## config.mk

```make
export PLATFORM = sky130hd
export DESIGN_NAME = wb_arbiter
export DESIGN_NICKNAME = d
export VERILOG_FILES = /design/src/rtl/wb_arbiter_pkg.sv /design/src/rtl/wb_arbiter_fifo.sv /design/src/rtl/wb_arbiter.sv
export SDC_FILE = /design/constraint.sdc
export NUM_CORES = 1
export LEC_CHECK = 0
export CAP_MARGIN = 20
export CORE_MARGIN = 2
export CORE_UTILIZATION = 57
export CTS_CLUSTER_DIAMETER = 30
export DETAILED_ROUTE_END_ITERATION = 6
export GPL_TIMING_DRIVEN = 1
export PLACE_DENSITY = 0.85
export RECOVER_POWER = 100
export SYNTH_ARGS = -nofsm -noshare
export SYNTH_HDL_FRONTEND = slang
export SYNTH_SLANG_ARGS = --single-unit
```

## constraint.sdc

```tcl
create_clock -name clk -period 5.83 [get_ports clk]
set_input_delay 1.166 -clock clk [delete_from_list [all_inputs] [get_ports clk]]
set_output_delay 1.166 -clock clk [all_outputs]
set_load 0.01 [all_outputs]
```

## src/rtl/wb_arbiter_pkg.sv

```systemverilog
// Shared widths, source encoding and FIFO entry layout for the write-back arbiter.
package wb_arbiter_pkg;

  localparam int unsigned W_RD  = 5;
  localparam int unsigned W_OPR = 32;

  typedef enum logic {
    SRC_ALU = 1'b0,
    SRC_MEM = 1'b1
  } src_e;

  typedef struct packed {
    logic [W_RD-1:0]  rd;
    logic [W_OPR-1:0] data;
  } wb_entry_t;

endpackage

```

## src/rtl/wb_arbiter_fifo.sv

```systemverilog
// Small FIFO holding pending write-backs from one producer.
module wb_fifo
  import wb_arbiter_pkg::*;
#(
  parameter int unsigned FIFO_D = 2,
  parameter int unsigned FIFO_A = 1
) (
  input  logic            clk,
  input  logic            rst,
  input  logic            push_i,
  input  logic            pop_i,
  input  wb_entry_t       din_i,
  output logic            full_o,
  output logic            empty_o,
  output logic [FIFO_A:0] count_o,
  output wb_entry_t       head_o
);

  localparam logic [FIFO_A:0] CNT_FULL = (FIFO_A+1)'(FIFO_D);

  wb_entry_t         mem_q [FIFO_D];
  logic [FIFO_A-1:0] wr_ptr_q, wr_ptr_d;
  logic [FIFO_A-1:0] rd_ptr_q, rd_ptr_d;
  logic [FIFO_A:0]   count_q, count_d;
  logic              do_push, do_pop;

  assign full_o  = (count_q == CNT_FULL);
  assign empty_o = (count_q == '0);
  assign count_o = count_q;
  assign head_o  = mem_q[rd_ptr_q];

  // Pointer/count next state; pointers wrap naturally since depth is a power of 2.
  always_comb begin
    do_push  = push_i && !full_o;
    do_pop   = pop_i && !empty_o;
    wr_ptr_d = wr_ptr_q;
    rd_ptr_d = rd_ptr_q;
    count_d  = count_q;
    if (do_push) wr_ptr_d = wr_ptr_q + FIFO_A'(1);
    if (do_pop)  rd_ptr_d = rd_ptr_q + FIFO_A'(1);
    if (do_push && !do_pop)      count_d = count_q + (FIFO_A+1)'(1);
    else if (do_pop && !do_push) count_d = count_q - (FIFO_A+1)'(1);
  end

  // Pointer and occupancy registers.
  always_ff @(posedge clk or negedge rst) begin
    if (!rst) begin
      wr_ptr_q <= '0;
      rd_ptr_q <= '0;
      count_q  <= '0;
    end else begin
      wr_ptr_q <= wr_ptr_d;
      rd_ptr_q <= rd_ptr_d;
      count_q  <= count_d;
    end
  end

  // Entry storage; contents are meaningless until counted, so no reset.
  always_ff @(posedge clk) begin
    if (do_push) mem_q[wr_ptr_q] <= din_i;
  end

endmodule

```

## src/rtl/wb_arbiter.sv

```systemverilog
// Write-back arbiter: two producer FIFOs, round-robin pick, registered write port.
module wb_arbiter
  import wb_arbiter_pkg::*;
#(
  parameter int unsigned FIFO_D = 2,
  parameter int unsigned FIFO_A = 1
) (
  input  logic             clk,
  input  logic             rst,
  input  logic             alu_v_i,
  output logic             alu_rdy_o,
  input  logic [W_RD-1:0]  alu_rd_i,
  input  logic [W_OPR-1:0] alu_data_i,
  input  logic             mem_v_i,
  output logic             mem_rdy_o,
  input  logic [W_RD-1:0]  mem_rd_i,
  input  logic [W_OPR-1:0] mem_data_i,
  output logic             wb_o,
  output logic [W_RD-1:0]  wb_r_o,
  output logic [W_OPR-1:0] result_o,
  output logic             idle_o
);

  wb_entry_t        alu_in, mem_in, alu_head, mem_head;
  logic             alu_full, alu_empty, mem_full, mem_empty;
  logic [FIFO_A:0]  alu_cnt, mem_cnt;
  logic             alu_pop, mem_pop;
  logic             gnt_v;
  src_e             gnt_src;
  src_e             rr_last_q, rr_last_d;
  logic             wb_q, wb_d;
  logic [W_RD-1:0]  wb_r_q, wb_r_d;
  logic [W_OPR-1:0] result_q, result_d;

  assign alu_in    = '{rd: alu_rd_i, data: alu_data_i};
  assign mem_in    = '{rd: mem_rd_i, data: mem_data_i};
  // Ready comes only from registered occupancy: no valid-to-ready path.
  assign alu_rdy_o = !alu_full;
  assign mem_rdy_o = !mem_full;

  wb_fifo #(.FIFO_D(FIFO_D), .FIFO_A(FIFO_A)) u_alu_fifo (
    .clk     (clk),
    .rst     (rst),
    .push_i  (alu_v_i && alu_rdy_o),
    .pop_i   (alu_pop),
    .din_i   (alu_in),
    .full_o  (alu_full),
    .empty_o (alu_empty),
    .count_o (alu_cnt),
    .head_o  (alu_head)
  );

  wb_fifo #(.FIFO_D(FIFO_D), .FIFO_A(FIFO_A)) u_mem_fifo (
    .clk     (clk),
    .rst     (rst),
    .push_i  (mem_v_i && mem_rdy_o),
    .pop_i   (mem_pop),
    .din_i   (mem_in),
    .full_o  (mem_full),
    .empty_o (mem_empty),
    .count_o (mem_cnt),
    .head_o  (mem_head)
  );

  // Round-robin grant on FIFO heads and next write-back values.
  always_comb begin
    gnt_v     = 1'b0;
    gnt_src   = SRC_ALU;
    rr_last_d = rr_last_q;
    alu_pop   = 1'b0;
    mem_pop   = 1'b0;
    wb_d      = 1'b0;
    wb_r_d    = wb_r_q;
    result_d  = result_q;
    if (!alu_empty && !mem_empty) begin
      gnt_v   = 1'b1;
      gnt_src = (rr_last_q == SRC_MEM) ? SRC_ALU : SRC_MEM;
    end else if (!alu_empty) begin
      gnt_v   = 1'b1;
      gnt_src = SRC_ALU;
    end else if (!mem_empty) begin
      gnt_v   = 1'b1;
      gnt_src = SRC_MEM;
    end
    if (gnt_v) begin
      rr_last_d = gnt_src;
      wb_d      = 1'b1;
      if (gnt_src == SRC_ALU) begin
        alu_pop  = 1'b1;
        wb_r_d   = alu_head.rd;
        result_d = alu_head.data;
      end else begin
        mem_pop  = 1'b1;
        wb_r_d   = mem_head.rd;
        result_d = mem_head.data;
      end
    end
  end

  // Output register and round-robin history.
  always_ff @(posedge clk or negedge rst) begin
    if (!rst) begin
      rr_last_q <= SRC_MEM;
      wb_q      <= 1'b0;
      wb_r_q    <= '0;
      result_q  <= '0;
    end else begin
      rr_last_q <= rr_last_d;
      wb_q      <= wb_d;
      wb_r_q    <= wb_r_d;
      result_q  <= result_d;
    end
  end

  assign wb_o     = wb_q;
  assign wb_r_o   = wb_r_q;
  assign result_o = result_q;
  assign idle_o   = (alu_cnt == '0) && (mem_cnt == '0) && !wb_q;

endmodule

```

## After elaboration in Yosys (flattened, before gate mapping)

Memories as Yosys holds them, arrays and structs flattened.
Cells that the tools add are included.

- Bits in registers: 47
- Bits in latches: 0
- Memory bits (writable): 148
- Memory bits (read-only): 0
- Bits of input ports: 78
- Output and inout bits: 41
- Logic and storage cells: 69
- Memories: 2

- Add/sub/neg operators: 8
- Multipliers: 0
- Divide/modulo/power cells: 0
- $lt $le $gt $ge: 0
- Equal/unequal tests: 2
- Shift operators: 0
- Multiplexer cells: 21
- Bitwise gates (word level): 0
- Reduce and logical (&&, ||, !) cells: 26

Memory list:

| name | words | bits a word | rd ports | clocked after Yosys merged registers in | write ports | line | text |
|---|---|---|---|---|---|---|---|
| u_alu_fifo.mem_q | 2 | 37 | 1 | 0 | 1 | wb_arbiter_fifo.sv:21 | `wb_entry_t mem_q [FIFO_D];` |
| u_mem_fifo.mem_q | 2 | 37 | 1 | 0 | 1 | wb_arbiter_fifo.sv:21 |  |

Operators by type and width:

| kind | count |
|---|---|
| $mux W32 | 1 |
| $mux W1 | 15 |
| $logic_and A1 B1 Y1 | 13 |
| $logic_not A1 Y1 | 9 |
| $mux W2 | 4 |
| $mux W5 | 1 |
| $add A1 B1 Y1 const B | 4 |
| $add A2 B1 Y2 const B | 2 |
| $eq A2 B2 Y1 const B | 2 |
| $logic_not A2 Y1 | 2 |
| $reduce_bool A2 Y1 | 2 |
| $sub A2 B1 Y2 const B | 2 |

## Longest topological paths before layout

Gate-level depths: netlist of run 1.

- Word-level depth: 10
- Mapped depth: 8
- Gate-level depth less buffers: 7

## Hierarchy

A second synthesis of run 1 with hierarchy kept.

- Cells, all modules: 448
- Area, all modules: 7988.9 sq um

Modules (own cells, without submodules):

| module | times used | cells an instance | area an instance (sq um) | seq. area each (sq um) |
|---|---|---|---|---|
| wb_fifo | 2 | 134 | 2949.1 | 2322.2 |
| wb_arbiter | 1 | 180 | 2090.8 | 977.2 |

## Worst setup path before layout of run 1

No wires, ideal clock.

- Path type: input to register
- Start point: input port alu_v_i
- End point: memory u_alu_fifo.mem_q[0][0] (netlist name), enable pin
- Setup time: 431 ps
- Arrival time: 2818 ps
- Data required time: 5399 ps
- Setup slack: 2580 ps
- Stages on the path: 2
- Buffers on the path: 0
- Cells stage by stage: nand2_1 > nor2_1

- Longest elaborated chain between the ends: 4

RTL lines:

| item | line | text |
|---|---|---|
| start: declaration | wb_arbiter.sv:10 | `input logic alu_v_i,` |
| $logic_and A1 B1 Y1 | wb_arbiter.sv:44 | `.push_i (alu_v_i && alu_rdy_o),` |
| $logic_and A1 B1 Y1 | wb_arbiter_fifo.sv:34 | `do_push = push_i && !full_o;` |
| $mux W1 | wb_arbiter_fifo.sv:60 | `if (do_push) mem_q[wr_ptr_q] <= din_i;` |
| $mux W1 (not written as such) | wb_arbiter_fifo.sv:60 |  |
| end: declaration | wb_arbiter_fifo.sv:21 |  |

Every way passes these cells.

## Worst setup path in the final report of run 1

- Start point: register u_alu_fifo.count_q[0] (netlist: u_alu_fifo.count_o[0])
- End point: register u_mem_fifo.count_q[1] (netlist: u_mem_fifo.count_o[1])

- Longest elaborated chain between the ends: 10
- Elaborated cells between the ends (all ways): 15
- Classes of those cells: 7 x mux; 8 x reduce/logical

RTL lines:

| item | line | text |
|---|---|---|
| start: declaration | wb_arbiter_fifo.sv:24 | `logic [FIFO_A:0] count_q, count_d;` |
| start signal: assignment | wb_arbiter_fifo.sv:54 | `count_q <= count_d;` |
| $logic_not A2 Y1 (*) | wb_arbiter_fifo.sv:28 | `assign empty_o = (count_q == '0);` |
| $logic_not A1 Y1 | wb_arbiter.sv:75 | `if (!alu_empty && !mem_empty) begin` |
| $logic_and A1 B1 Y1 | wb_arbiter.sv:75 |  |
| $mux W1 | wb_arbiter.sv:75 |  |
| $mux W1 | wb_arbiter.sv:88 | `if (gnt_src == SRC_ALU) begin` |
| $mux W1 (*) | wb_arbiter.sv:85 | `if (gnt_v) begin` |
| $logic_and A1 B1 Y1 (*) | wb_arbiter_fifo.sv:35 | `do_pop = pop_i && !empty_o;` |
| $logic_not A1 Y1 | wb_arbiter_fifo.sv:41 | `if (do_push && !do_pop) count_d = count_q + (FIFO_A+1)'(1);` |
| $logic_and A1 B1 Y1 | wb_arbiter_fifo.sv:41 |  |
| $mux W2 / $reduce_bool A2 Y1 (equally long branches) | -- |  |
| end signal: assignment | wb_arbiter_fifo.sv:54 |  |
| end: declaration | wb_arbiter_fifo.sv:24 |  |

Mark *: on every way between the ends. The rest lies on a longest branch, timed or not.
A chain may end at the register's enable or synchronous reset.

==> flow_metrics.py, run 1 <==
metrics = {
    "drt": {
        "detailedRoute.firstIterationViolations": 398,
        "drt_drc_violations_left": 0,
        "routedWlPerCell_um": 21.9,
        "drt.antenna.violating_nets": 0,
        "avgViaCountPerCell": 5.88,
        "final_wirelength_mm": 16.2,
        "via_count": 4354,
        "drt_pass1_iterations": 5,
    },
    "clock_network": {
        "ctsLongestPathBuffers": 2,
        "clkLatencyLatePin_ns": 0.43,
        "cts_tree": "yes",
        "holdBufCountCts": 0,
        "root_buffer_selected_by_cts": "sky130_fd_sc_hd__clkbuf_16",
        "path_clk_slew_ns": 0.07,
        "cts.repair_timing.setup_buffer_count": 0,
        "cts_resized": 0,
        "tritoncts_num_sinks": 195,
        "tritoncts_buffer_count": 17,
        "clock_tree.htree_level_count": 4,
    },
    "power_and_ir_drop": {
        "part_of_the_total_power_dissipated_in_the_clock_network_pct": 24.2,
        "internal-power_uw": 3530,
        "power.ir.vdd_worst_mv": 0.305,
        "power.density_cell_area_nw_per_um2": 554,
        "power.share.combinational_pct": 32.6,
        "power.sequential.fraction_pct": 43.2,
        "switching_share_pct": 32.2,
        "p_switching_uw": 1680,
        "power_leakage_uw": 0.00356,
    },
    "global_route": {
        "grt_pass1_wl_mm": 25.1,
        "grt_antenna_before_repair": 0,
        "grt_pass1_vias": 4650,
        "groute.usage.overall_pct": 23.8,
        "grt_remaining_overflow": 0,
        "grt_max_degree": 76,
    },
    "layout": {
        "num_antenna_cells": 0,
        "layout-drive-gt1-share_pct": 8.08,
        "layout.cells.most_common": "sky130_fd_sc_hd__edfxtp_1",
        "layout.cell_area.non_filler_um2": 9420,
        "top_library_cells_by_usage_in_the_layout_fill_and_taps_aside": "148 x sky130_fd_sc_hd__edfxtp_1, 117 x sky130_fd_sc_hd__dlygate4sd3_1, 74 x sky130_fd_sc_hd__mux2i_1",
        "final_net_count": 636,
        "synthToLayoutAreaGrowth_pct": 25.9,
        "fin_util_pct": 74.0,
    },
    "critical_path": {
        "timing.setup.critical_path_class": "reg -> reg",
        "startpoint_of_the_worst_slack_reg_to_reg_timing_path": "u_alu_fifo.count_o[0]$_DFFE_PN0P_",
        "critical_path.startpoint": "u_alu_fifo.count_o[0]$_DFFE_PN0P_",
        "critical_path.most_common_cell": "sky130_fd_sc_hd__xor2_1",
        "worstPathCellList": "o21ai_4 > and2_0 > inv_1 > ha_1 > xor2_1 > nor2_1 > xor2_1",
        "regToRegSetupSlack_ns": 1.43,
        "timing.critical_path.fanout_max": 39,
        "endpoint": "u_mem_fifo.count_o[1]$_DFFE_PN0P_",
        "cp_slowest_cell": "sky130_fd_sc_hd__and2_0",
        "crit_required_ns": 6.19,
        "worstReg2RegEnd": "u_mem_fifo.count_o[1]$_DFFE_PN0P_",
        "cp_slowest_stage_delay_ns": 1.86,
        "critical_path.startpoint_type": "flop",
        "cp.arrival_ns": 4.76,
        "critical_path.endpoint_type": "flop",
        "rr_worst_depth": 7,
    },
    "floorplanning": {
        "die_height_um": 119,
        "floorplan.initialDensity_pct": 58.8,
        "floorplan.die_area_um2": 14100,
        "floorplan.io_pins": 119,
        "placementRows": 41,
        "die_width_um": 119,
        "floorplan.core_area_um2": 12700,
    },
    "timing": {
        "clock.fmax_mhz": 227,
        "worst-slew-pin-transition_ns": 3.24,
        "skew_ns": 0.00879,
        "min_period_ns": 4.40,
        "fin_crit_sh_pct": 75.5,
        "setup_viol_count_final": 0,
        "final_hold_vios": 0,
        "tns_ns": 0,
        "slew_headroom_pct": -116,
        "drv_slew": 283,
        "setup_repair_after_global_routing_missed_its_margin": "no",
    },
    "synth": {
        "synth_top_area_share_pct": 59.4,
        "ys.warnings.count": 0,
        "netlist_area_um2": 7480,
        "netlist_top_cells_area": "sky130_fd_sc_hd__edfxtp_1 59%, sky130_fd_sc_hd__dfrtp_1 15%, sky130_fd_sc_hd__mux2i_1 9.9%",
        "netlist.top_cell.by_area": "sky130_fd_sc_hd__edfxtp_1",
        "synth_nets": 522,
        "synthesis.instances": 442,
        "synth_sequential_area_ratio_pct": 75.2,
        "synth.ff_latch_count": 195,
        "post_synth.cell_area_avg_um2": 16.9,
        "yosys.cell_types.count": 25,
    },
    "status": {
        "status": "finished, violations left",
        "violations": "capacitance limit, slew limit",
    },
    "place": {
        "gpl.final_weighted_congestion": 0.697,
        "dp.final_hpwl_mm": 9.49,
        "port_buffers": 118,
        "place_area_um2": 8760,
    },
    "min_path": {
        "min-delay-path-class": "reg -> reg",
        "min_from": "u_alu_fifo.wr_ptr_q$_DFFE_PN0P_",
    },
    "job": {
        "maxCapViolations": 7,
    },
}
==> flip-flops by register name, indices dropped and copies added (netlist names), 2 cells and up <==
register,flops
result_o,32
u_alu_fifo.count_o,2
u_alu_fifo.mem_q,74
u_mem_fifo.count_o,2
u_mem_fifo.mem_q,74
wb_r_o,5
==> worst max-delay path, delay by kind of cell, from the launching register on <==
family                     cells  cell delay (ns)
adders and majority gates      1             0.36
buffers and inverters          1             0.32
DFF                            1             0.48
xor gates and xnor gates       2             0.30
AOI/OAI and AO/OA              1             0.89
and+or+nand+nor                2             1.98
==> routing by layer <==
layer  GRT usage, %  up-vias  part of all wire (%)
met5              0        -                     0
met4           9.38        0                   2.5
met3           6.52       35                   6.3
met2           39.4      182                    51
met1           30.0     2206                    40
li1               -     1931                     -
==> synthesized netlist by cell type, drive strengths merged <==
cell	number
xor2	4
and3	2
nor2	6
inv	3
o21ai	1
nand2b	2
dfstp	1
nand2	39
and2	1
o21a	1
nand3	37
ha	2
or4	1
o221a	37
mux2i	74
clkbuf	12
buf	17
edfxtp	148
or2	1
xnor2	6
dfrtp	46
o22ai	1
==> stage by stage <==
step,worst slack [ns],hold slack [ns],instances,total power [uW]
after floorplan,2.58,0.460,442,3310
after global placement,2.77,0.507,705,3860
after detailed placement,2.66,0.513,705,3980
after CTS,2.30,0.523,737,5260
after global routing,1.23,0.509,741,5450
final,1.43,0.510,741,5210
==> logic make-up (layout without fill, tap and decap cells) <==
| kind of cell | Yosys count | in the layout | share of synthesized area, % |
|---|---|---|---|
| adder cells (fa/ha/maj) | 2 | 2 | 0.335 |
| multiplexers | 74 | 74 | 9.90 |
| buffers and inverters | 32 | 159 | 2.26 |
| AND/OR/NAND/NOR | 89 | 89 | 5.34 |
| AO/OA/AOI/OAI | 40 | 40 | 5.82 |
| XOR/XNOR | 10 | 10 | 1.17 |
| flip-flops | 195 | 195 | 75.2 |
==> area by class of cell <==
class                      instances  area, um2
fill                             789       3310
sequential                       195       5620
multi-input combinational        215       1700
clock buffer                      18        429
timing repair buffer             124       1220
inverter                           3       11.3
clock inverter                    14        210
tap                              172        215
==> worst min path at each step <==
| stage | slack (ns) | depth (start not counted) | endpoint |
|---|---|---|---|
| 2_1_floorplan | 0.46 | 1 | u_alu_fifo.wr_ptr_q$_DFFE_PN0P_ |
| 3_3_place_gp | 0.51 | 1 | u_mem_fifo.count_o[1]$_DFFE_PN0P_ |
| 3_5_place_dp | 0.51 | 1 | u_mem_fifo.count_o[1]$_DFFE_PN0P_ |
| 4_1_cts | 0.52 | 1 | u_mem_fifo.count_o[1]$_DFFE_PN0P_ |
| 5_1_grt | 0.51 | 1 | u_alu_fifo.wr_ptr_q$_DFFE_PN0P_ |
| 6_report | 0.51 | 1 | u_alu_fifo.wr_ptr_q$_DFFE_PN0P_ |
==> power by group through the flow <==
stage | sequential [uW] | clock (uW) | combinational [uW]
2_1_floorplan | 2190 | 0 | 1110
3_3_place_gp | 2270 | 0 | 1600
3_5_place_dp | 2290 | 0 | 1680
4_1_cts | 2280 | 1270 | 1710
5_1_grt | 2290 | 1330 | 1830
6_report | 2250 | 1260 | 1700
(Power assumes the default switching activity.)
==> run 2, diff against run 1 <==
--- a/config.mk
+++ b/config.mk
@@ -7,11 +7,11 @@
 export LEC_CHECK = 0
 export CAP_MARGIN = 20
 export CORE_MARGIN = 2
-export CORE_UTILIZATION = 57
+export CORE_UTILIZATION = 48
 export CTS_CLUSTER_DIAMETER = 30
 export DETAILED_ROUTE_END_ITERATION = 6
 export GPL_TIMING_DRIVEN = 1
-export PLACE_DENSITY = 0.85
+export PLACE_DENSITY = 0.77
 export RECOVER_POWER = 100
 export SYNTH_ARGS = -nofsm -noshare
 export SYNTH_HDL_FRONTEND = slang
==> constraint.sdc (replaced) <==
create_clock -name clk -period 3.9 [get_ports clk]
set_input_delay 0.78 -clock clk [delete_from_list [all_inputs] [get_ports clk]]
set_output_delay 0.78 -clock clk [all_outputs]
set_load 0.01 [all_outputs]
==> run 2 against run 1 <==
Net effect:
- the run still ends with capacitance limit, slew limit left
- global-route usage shrank 5.2 points
- clock skew down 0.0028 ns
- clock power increased by 29%
- clock-buffer cell count up 7
- total power up 43%
- sequential share of layout area grew 0.18 points
- worst setup slack worse by 0.76 ns
- first-iteration DRC count is 30% lower
==> flow_metrics.py, run 2 (synthesis results as in run 1) <==
metrics = {
    "clock_network": {
        "root_buffer_selected_by_cts": "sky130_fd_sc_hd__clkbuf_16",
        "holdBufCountCts": 0,
        "clock_tree.htree_level_count": 4,
        "ctsLongestPathBuffers": 2,
        "tritoncts_num_sinks": 195,
        "cts_resized": 0,
        "path_clk_slew_ns": 0.06,
        "clkLatencyLatePin_ns": 0.43,
        "tritoncts_buffer_count": 17,
        "cts_tree": "yes",
        "cts.repair_timing.setup_buffer_count": 0,
    },
    "layout": {
        "layout.cell_area.non_filler_um2": 9390,
        "num-fill-cells": 1092,
        "final_net_count": 638,
        "layout-drive-gt1-share_pct": 8.06,
        "top_library_cells_by_usage_in_the_layout_fill_and_taps_aside": "148 x sky130_fd_sc_hd__edfxtp_1, 117 x sky130_fd_sc_hd__dlygate4sd3_1, 74 x sky130_fd_sc_hd__mux2i_1",
        "fin_cells": 760,
        "synthToLayoutAreaGrowth_pct": 25.5,
        "layout.cells.most_common": "sky130_fd_sc_hd__edfxtp_1",
    },
    "floorplanning": {
        "die_height_um": 129,
        "floorplan.core_area_um2": 15200,
        "die_width_um": 129,
        "floorplan.initialDensity_pct": 49.2,
        "floorplan.die_area_um2": 16600,
        "placementRows": 45,
        "floorplan.io_pins": 119,
    },
    "power_and_ir_drop": {
        "power.ir.vdd_worst_mv": 0.476,
        "power_leakage_uw": 0.00355,
        "power.density_cell_area_nw_per_um2": 797,
    },
    "global_route": {
        "grt_antenna_before_repair": 2,
        "grt_remaining_overflow": 0,
        "grt_pass1_wl_mm": 22.8,
        "grt_pass1_vias": 4432,
        "grt_max_degree": 76,
        "groute.usage.overall_pct": 18.6,
    },
    "critical_path": {
        "cp_slowest_stage_delay_ns": 1.18,
        "timing.setup.critical_path_class": "in -> reg",
        "critical_path.endpoint_type": "flop",
        "timing.critical_path.fanout_max": 20,
        "crit_required_ns": 3.96,
        "critical_path.startpoint_type": "input pin",
        "cp.buffers_inverters": 2,
        "cp.arrival_ns": 3.29,
        "crit_family": "simple AND/OR/NAND/NOR gates",
        "cp_slowest_cell": "sky130_fd_sc_hd__nor2_1",
        "worstPathCellList": "dlygate4sd3_1 > nand2_1 > nor2_1 > clkbuf_2",
    },
    "timing": {
        "setup_repair_after_global_routing_missed_its_margin": "no",
        "worst-slew-pin-transition_ns": 1.90,
        "final_hold_vios": 0,
        "skew_ns": 0.00596,
        "clock.fmax_mhz": 309,
        "final.setup.worst_slack_ns": 0.668,
        "fin_crit_sh_pct": 82.9,
        "min_period_ns": 3.23,
        "drv_slew": 170,
        "slew_headroom_pct": -26.6,
        "setup_viol_count_final": 0,
        "tns_ns": 0,
    },
    "job": {
        "maxCapViolations": 4,
    },
    "status": {
        "status": "finished, violations left",
        "violations": "capacitance limit, slew limit",
    },
    "place": {
        "pre_cts_slack_ns": 1.26,
        "place_area_um2": 8800,
        "gpl.final_weighted_congestion": 0.746,
        "placedCellCount": 724,
        "dp.final_hpwl_mm": 9.30,
        "port_buffers": 118,
    },
    "drt": {
        "routedWlPerCell_um": 19.5,
        "drt.antenna.violating_nets": 0,
        "drt_pass1_iterations": 4,
        "drt_drc_violations_left": 0,
        "avgViaCountPerCell": 5.61,
        "detailedRoute.firstIterationViolations": 278,
        "via_count": 4261,
        "final_wirelength_mm": 14.8,
    },
    "min_path": {
        "min-delay-path-class": "reg -> reg",
    },
}
## run 2: cell types whose count changed in the layout (fill, tap and decap cells not counted), sizes merged
| cell | before | now |
|---|---|---|
| clkinvlp | 4 | 0 |
| clkinv | 4 | 5 |
| bufinv | 5 | 2 |
| clkbuf | 23 | 30 |
| diode | 0 | 1 |
| buf | 2 | 4 |
| inv | 4 | 3 |
## run 2: final cells by class
class                           instances  area [um2]  area share, %
Sequential cell                       195        5620           59.9
Multi-Input combinational cell        215        1710           18.2
Timing Repair Buffer                  126        1260           13.4
Clock buffer                           25         465           4.96
Tap cell                              188         235           2.51
Clock inverter                          7        82.6          0.880
Inverter                                3        11.3          0.120
Antenna cell                            1        2.50         0.0267
## run 2: metal layers
layer	global-route usage [%]	wire [um]	vias up
met5	0	7	-
met4	6.14	188	2
met3	5.61	971	14
met2	31.6	7490	135
met1	22.9	6170	2169
li1	-	-	1941
## run 2: power breakdown
part	internal, uW	total (uW)	switching, uW
registers	2950	3330	380
clock network	954	1630	679
logic	1210	2510	1300
## run 2: final timing paths
| path | slack, ns | cells after the start | start | endpoint |
|---|---|---|---|---|
| worst max-delay path | 0.67 | 4 | mem_v_i | u_mem_fifo.mem_q[0][25]$_DFFE_PP_ |
| worst min-delay path | 0.50 | 1 | u_mem_fifo.wr_ptr_q$_DFFE_PN0P_ | u_mem_fifo.wr_ptr_q$_DFFE_PN0P_ |
| worst max register to register | 0.94 | 4 | u_mem_fifo.count_o[0]$_DFFE_PN0P_ | u_mem_fifo.mem_q[0][25]$_DFFE_PP_ |
| worst min register to register | 0.50 | 1 | u_mem_fifo.wr_ptr_q$_DFFE_PN0P_ | u_mem_fifo.wr_ptr_q$_DFFE_PN0P_ |
| max in group asynchronous | 1.27 | 2 | rst | result_o[19]$_DFFE_PN0N_ |
| min in group asynchronous | 0.65 | 1 | rst | result_o[1]$_DFFE_PN0N_ |
## run 2: metrics by stage
step | utilization, % | hold slack [ns] | total power (uW)
3_3_place_gp | 57.9 | 0.511 | 5840
2_1_floorplan | - | 0.460 | 4940
6_report | 61.7 | 0.497 | 7480
5_1_grt | 61.7 | 0.525 | 7890
3_5_place_dp | 57.9 | 0.512 | 5970
4_1_cts | 61.5 | 0.526 | 7610
